**src/rtl/bsram_stream_reader_pkg.sv**
```systemverilog
// Shared types and sizing helpers for the bsram burst stream reader.
package bsram_stream_reader_pkg;

  localparam int DATA_ADDR_WIDTH = 8;
  localparam int WORD_WIDTH      = 16;

  // One FIFO entry: the memory word plus its end-of-burst tag.
  typedef struct packed {
    logic                  last;
    logic [WORD_WIDTH-1:0] data;
  } beat_t;

  // Two slots beyond the read latency let reads keep issuing while the
  // consumer takes one word per cycle.
  function automatic int fifo_depth(input int rd_latency);
    return rd_latency + 2;
  endfunction

endpackage

```
**src/rtl/stream_fifo.sv**
```systemverilog
// Small synchronous first-word-fall-through FIFO; only pointers and count are reset.
module stream_fifo #(
  parameter int WIDTH = 17,
  parameter int DEPTH = 3
) (
  input  logic                         clk,
  input  logic                         reset,
  input  logic                         push,
  input  logic [WIDTH-1:0]             push_data,
  input  logic                         pop,
  output logic [WIDTH-1:0]             pop_data,
  output logic [$clog2(DEPTH+1)-1:0]   count,
  output logic                         full,
  output logic                         empty
);

  localparam int PW = (DEPTH > 1) ? $clog2(DEPTH) : 1;
  localparam int CW = $clog2(DEPTH + 1);

  logic [WIDTH-1:0] mem_q [DEPTH];
  logic [PW-1:0]    wr_ptr_q, wr_ptr_d;
  logic [PW-1:0]    rd_ptr_q, rd_ptr_d;
  logic [CW-1:0]    count_q, count_d;
  logic             do_push, do_pop;

  function automatic logic [PW-1:0] ptr_inc(input logic [PW-1:0] p);
    return (p == PW'(DEPTH - 1)) ? '0 : p + 1'b1;
  endfunction

  assign full    = (count_q == CW'(DEPTH));
  assign empty   = (count_q == '0);
  assign do_push = push & ~full;
  assign do_pop  = pop & ~empty;

  always_comb begin
    wr_ptr_d = do_push ? ptr_inc(wr_ptr_q) : wr_ptr_q;
    rd_ptr_d = do_pop ? ptr_inc(rd_ptr_q) : rd_ptr_q;
    count_d  = count_q;
    case ({do_push, do_pop})
      2'b10:   count_d = count_q + 1'b1;
      2'b01:   count_d = count_q - 1'b1;
      default: count_d = count_q;
    endcase
  end

  always_ff @(posedge clk) begin
    if (reset) begin
      wr_ptr_q <= '0;
      rd_ptr_q <= '0;
      count_q  <= '0;
    end else begin
      wr_ptr_q <= wr_ptr_d;
      rd_ptr_q <= rd_ptr_d;
      count_q  <= count_d;
    end
  end

  always_ff @(posedge clk) begin
    if (do_push) mem_q[wr_ptr_q] <= push_data;
  end

  assign pop_data = mem_q[rd_ptr_q];
  assign count    = count_q;

  // The issuer's credit accounting must never let a push meet a full FIFO.
  no_overflow: assert property (@(posedge clk) disable iff (reset) !(push && full));

endmodule

```
**src/rtl/bsram_stream_reader.sv**
```systemverilog
// Sequential burst reader: issues consecutive bsram reads and presents the
// returned words as a valid/ready stream with an end-of-burst marker.
module bsram_stream_reader
  import bsram_stream_reader_pkg::*;
#(
  parameter int WIDTH      = DATA_ADDR_WIDTH,
  parameter int LEN_WIDTH  = WIDTH + 1,
  parameter int RD_LATENCY = 1
) (
  input  logic                  clk,
  input  logic                  reset,
  input  logic                  start,
  input  logic [WIDTH-1:0]      start_addr,
  input  logic [LEN_WIDTH-1:0]  length,
  output logic                  busy,
  output logic                  done,
  output logic [WIDTH-1:0]      mem_dout_addr,
  input  logic [15:0]           mem_dout,
  output logic                  out_valid,
  input  logic                  out_ready,
  output logic [15:0]           out_data,
  output logic                  out_last
);

  localparam int DEPTH = fifo_depth(RD_LATENCY);
  localparam int CW    = $clog2(DEPTH + 1);

  localparam logic [1:0] IDLE  = 2'd0;
  localparam logic [1:0] ISSUE = 2'd1;
  localparam logic [1:0] DRAIN = 2'd2;
  localparam logic [1:0] FIN   = 2'd3;

  logic [1:0]            state_q, state_d;
  logic [WIDTH-1:0]      addr_q, addr_d;
  logic [LEN_WIDTH-1:0]  issue_left_q, issue_left_d;
  logic [LEN_WIDTH-1:0]  beats_left_q, beats_left_d;
  logic [RD_LATENCY-1:0] rd_vld_q, rd_vld_d;
  logic [RD_LATENCY-1:0] rd_last_q, rd_last_d;
  logic [CW-1:0]         fifo_count;
  logic [CW:0]           inflight, occupancy;
  logic                  fifo_full, fifo_empty;
  logic                  issue_en, xfer;
  beat_t                 push_beat, head_beat;

  always_comb begin
    inflight = '0;
    for (int i = 0; i < RD_LATENCY; i++) inflight = inflight + (CW+1)'(rd_vld_q[i]);
  end

  // Credit uses registered counts only, so out_ready never reaches the address path.
  assign occupancy = (CW+1)'(fifo_count) + inflight;
  assign issue_en  = (state_q == ISSUE) && !fifo_full && (occupancy < (CW+1)'(DEPTH));

  assign rd_vld_d  = (rd_vld_q << 1) | RD_LATENCY'(issue_en);
  assign rd_last_d = (rd_last_q << 1) | RD_LATENCY'(issue_en && (issue_left_q == LEN_WIDTH'(1)));

  assign push_beat = '{last: rd_last_q[RD_LATENCY-1], data: mem_dout};
  assign xfer      = out_valid & out_ready;

  always_comb begin
    state_d      = state_q;
    addr_d       = addr_q;
    issue_left_d = issue_left_q;
    beats_left_d = xfer ? beats_left_q - 1'b1 : beats_left_q;
    case (state_q)
      IDLE: begin
        if (start) begin
          issue_left_d = length;
          beats_left_d = length;
          if (length != '0) begin
            addr_d  = start_addr;
            state_d = ISSUE;
          end else begin
            state_d = FIN;
          end
        end
      end
      ISSUE: begin
        if (issue_en) begin
          addr_d       = addr_q + 1'b1;
          issue_left_d = issue_left_q - 1'b1;
          if (issue_left_q == LEN_WIDTH'(1)) state_d = DRAIN;
        end
      end
      // The final beat leaving empties both FIFO and read pipe, so finish on it.
      DRAIN: begin
        if (xfer && beats_left_q == LEN_WIDTH'(1)) state_d = FIN;
      end
      default: state_d = IDLE;
    endcase
  end

  always_ff @(posedge clk) begin
    if (reset) begin
      state_q      <= IDLE;
      addr_q       <= '0;
      issue_left_q <= '0;
      beats_left_q <= '0;
      rd_vld_q     <= '0;
      rd_last_q    <= '0;
    end else begin
      state_q      <= state_d;
      addr_q       <= addr_d;
      issue_left_q <= issue_left_d;
      beats_left_q <= beats_left_d;
      rd_vld_q     <= rd_vld_d;
      rd_last_q    <= rd_last_d;
    end
  end

  stream_fifo #(
    .WIDTH ($bits(beat_t)),
    .DEPTH (DEPTH)
  ) u_fifo (
    .clk       (clk),
    .reset     (reset),
    .push      (rd_vld_q[RD_LATENCY-1]),
    .push_data (push_beat),
    .pop       (xfer),
    .pop_data  (head_beat),
    .count     (fifo_count),
    .full      (fifo_full),
    .empty     (fifo_empty)
  );

  assign out_valid     = ~fifo_empty;
  assign out_data      = out_valid ? head_beat.data : '0;
  assign out_last      = out_valid & head_beat.last;
  assign busy          = (state_q != IDLE);
  assign done          = (state_q == FIN);
  assign mem_dout_addr = addr_q;

endmodule

```
**config.mk**
```make
export PLATFORM = sky130hd
export DESIGN_NAME = bsram_stream_reader
export DESIGN_NICKNAME = d
export VERILOG_FILES = /design/src/rtl/bsram_stream_reader_pkg.sv /design/src/rtl/stream_fifo.sv /design/src/rtl/bsram_stream_reader.sv
export SDC_FILE = /design/constraint.sdc
export NUM_CORES = 1
export LEC_CHECK = 0
export CORE_MARGIN = 2
export CORE_UTILIZATION = 58
export DETAILED_ROUTE_END_ITERATION = 8
export HOLD_SLACK_MARGIN = 0.15
export PLACE_DENSITY = 0.85
export RECOVER_POWER = 25
export SETUP_SLACK_MARGIN = 0.4
export SYNTH_ARGS = -nofsm -noshare
export SYNTH_HDL_FRONTEND = slang
export SYNTH_SLANG_ARGS = --single-unit
```
**constraint.sdc**
```tcl
create_clock -name clk -period 3.8 [get_ports clk]
set_clock_uncertainty 0.1 [all_clocks]
set_input_delay 0.57 -clock clk [delete_from_list [all_inputs] [get_ports clk]]
set_output_delay 0.57 -clock clk [all_outputs]
set_load 0.03 [all_outputs]
```
==> results_dict.tcl <==
set metrics [dict create \
    ant_nets 0 \
    drt_pre_antenna_iters 4 \
    fillCellCount 489 \
    clock_latency_ns 0.36 \
    drcViolationCount 0 \
    yosysWarnings 0 \
    maxSlewViolCount 0 \
    period_needed_ns 2.82 \
    area_growth_pct 24.0 \
    drt-total-wl_mm 8.88 \
    grt_usage_pct 24.1 \
    rsz0062_at_grt "no" \
    worstSetupPathType "flop to output pin" \
    leakagePower_nw 1.78 \
    grt_start_max_net_pins 39 \
    synth_cell_type_count 52 \
    cts-root-buf "clkbuf_8" \
    holdCritPathClass "flop to flop" \
    syn_area_um2 4080 \
    synth_top_area_share_pct 37.5 \
    yosysMostFrequentCell "nor2_1" \
    drt_iter0_drc 179 \
    slew_headroom_pct 52.2 \
    avgViaCountPerCell 5.74 \
    synth_area_per_cell_um2 10.4 \
    dpl_cell_area_um2 4840 \
    dp_hpwl_mm 6.06 \
    pwr_density_cell_nw_per_um2 708 \
    avgRoutedWirePerCell_um 15.9 \
    cts_tree "yes" \
    final_nets 507 \
    setup_viol_count_final 0 \
    antenna_found_initial 0 \
    p_sw_share_pct 39.5 \
    gp_congestion 0.928 \
    ios 65 \
    status "complete, no violations" \
    hold_buffers 0 \
    fp.coreArea_um2 6790 \
    seq_power_share_pct 37.5 \
    worstPathMaxFanout 17 \
    ir_drop_v 0.000396 \
    clk_pin_slew_ns 0.09 \
    stdcell_count 559 \
    die_w_um 87.9 \
    numCtsBuffers 9 \
    r2r_setup_slack_ns 1.14 \
    yosysTopAreaCell "edfxtp_1" \
    syn-num-nets 442 \
    drive_gt1_share_pct 6.91 \
    p_switching_w 0.00142 \
    antenna_cells 0 \
    die_area_um2 7730 \
    fin_ws_ns 0.983 \
    grt.overflow.total 0 \
    num_rows 30 \
    async_flop_share_pct 0 \
    cts.sinks 89 \
    cp-start-kind "flop" \
    place_inst 543 \
    timing.final.crit_share_pct 74.1 \
    grt_pass1_vias 3104 \
    place_ws_ns 0.985 \
    syn_inst 393 \
    p_int_w 0.00217 \
    hold_viol_final 0 \
    synth.area.top_cells "edfxtp_1 38%, dfxtp_1 19%, nor2_1 5.9%" \
    worstPathRequired_ns 3.13 \
    ys.flop_type "edfxtp_1" \
    synth_common_cells "64 x nor2_1, 51 x edfxtp_1, 41 x a21oi_1, 38 x dfxtp_1, 30 x nand2_1" \
    h-tree-depth 3 \
    ys_seq_area_share_pct 56.1 \
    vias 3206 \
    setup_tns_ns 0 \
    initial_core_util_pct 60.1 \
    fin_area_um2 5060 \
    ys_ff_latch 89 \
    cp-end-kind "output pin" \
    grt_pass1_wl_mm 14.2 \
    die_h_um 87.9 \
    synth_edf_count 51 \
    cap_violations 0 \
    combPwrFrac_pct 42.4 \
    worst_slew_pin_slew_ns 0.716 \
    post_cts_buffers 0 \
    port_buffers 64 \
    critPathArrivalTime_ns 2.15 \
    p_clk_share_pct 20.2 \
    fmax_mhz 355 \
    ctsResizeCount 0 \
    cts_buffer_depth 2 \
]
-- kinds of logic after synthesis --
kind of cell	count (synthesis)	synth area share [%]
mux	20	4.93
buf+inv	31	3.06
simple gates	140	15.5
flops	89	56.1
fa+ha+maj	12	3.68
compound gates	92	14.7
xor+xnor	9	1.93
-- power by group through the flow --
stage	Combinational [W]	Clock (W)	Sequential, W
CTS	0.00152	0.000732	0.00134
global route	0.00167	0.000771	0.00137
global placement	0.00147	0	0.00135
finish	0.00152	0.000723	0.00134
floorplan	0.000998	0	0.00138
detailed placement	0.00151	0	0.00136
-- cell type report --
type,count,area [µm²],share of cell area [%]
Clock buffer,9,124,2.45
Multi-Input combinational cell,273,1680,33.1
Clock inverter,7,101,2.00
Sequential cell,89,2290,45.3
Inverter,13,48.8,0.964
Timing Repair Buffer,72,701,13.8
Tap cell,96,120,2.37
-- layer usage --
layer	share of wire (%)	GRT usage, %	vias up
met5	0	0	-
met4	2.0	9.23	0
met3	6.2	6.41	17
met2	50	41.5	139
met1	42	29.0	1480
li1	-	-	1570
-- cells in the final DEF (no fill, tap or decap), types with 8 or more instances in the layout --
cell type	synthesis	layout
dlygate4sd3_1	0	13
a211oi_1	10	10
a21oi_1	41	41
nand2_1	30	30
nor3_1	11	10
clkdlybuf4s50_1	0	51
mux2i_1	19	19
clkbuf_8	0	9
ha_1	12	12
edfxtp_1	51	51
nor2_1	64	64
o21ai_0	13	13
dfxtp_1	38	38
buf_4	2	8
nand3_1	8	8
inv_1	12	12
-- stage by stage --
step                      util (%)  hold WS (ns)  total power (W)
after floorplan                  -         0.321          0.00237
after global placement        71.2         0.325          0.00282
after detailed placement      71.2         0.336          0.00287
after CTS                     74.5         0.359          0.00359
after global routing          74.5         0.397          0.00380
final                         74.5         0.357          0.00359
-- final timing paths --
kind,startpoint,to,depth (start not counted)
max,flop,out_last,6
min reg2reg,rd_last_q,u_fifo.mem_q[0][16],0
min,rd_last_q,u_fifo.mem_q[0][16],0
max reg2reg,state_q[1],mem_dout_addr[2],8
-- registers in the layout (all words and copies together), names as in the netlist, named ones only --
name,flops
mem_dout_addr,8
state_q,2
rd_vld_q,1
u_fifo.count,2
u_fifo.rd_ptr_q,2
u_fifo.wr_ptr_q,2
u_fifo.mem_q,51
rd_last_q,1
beats_left_q,9
issue_left_q,9
-- critical path, cell delays in order (launching register included) --
cell	delay, ns
dfxtp_1	0.31
buf_4	0.29
mux2i_1	0.13
nor2_1	0.13
a21oi_1	0.07
nor2_1	0.16
clkdlybuf4s50_1	0.69
Power figures use the tool's default switching activity.
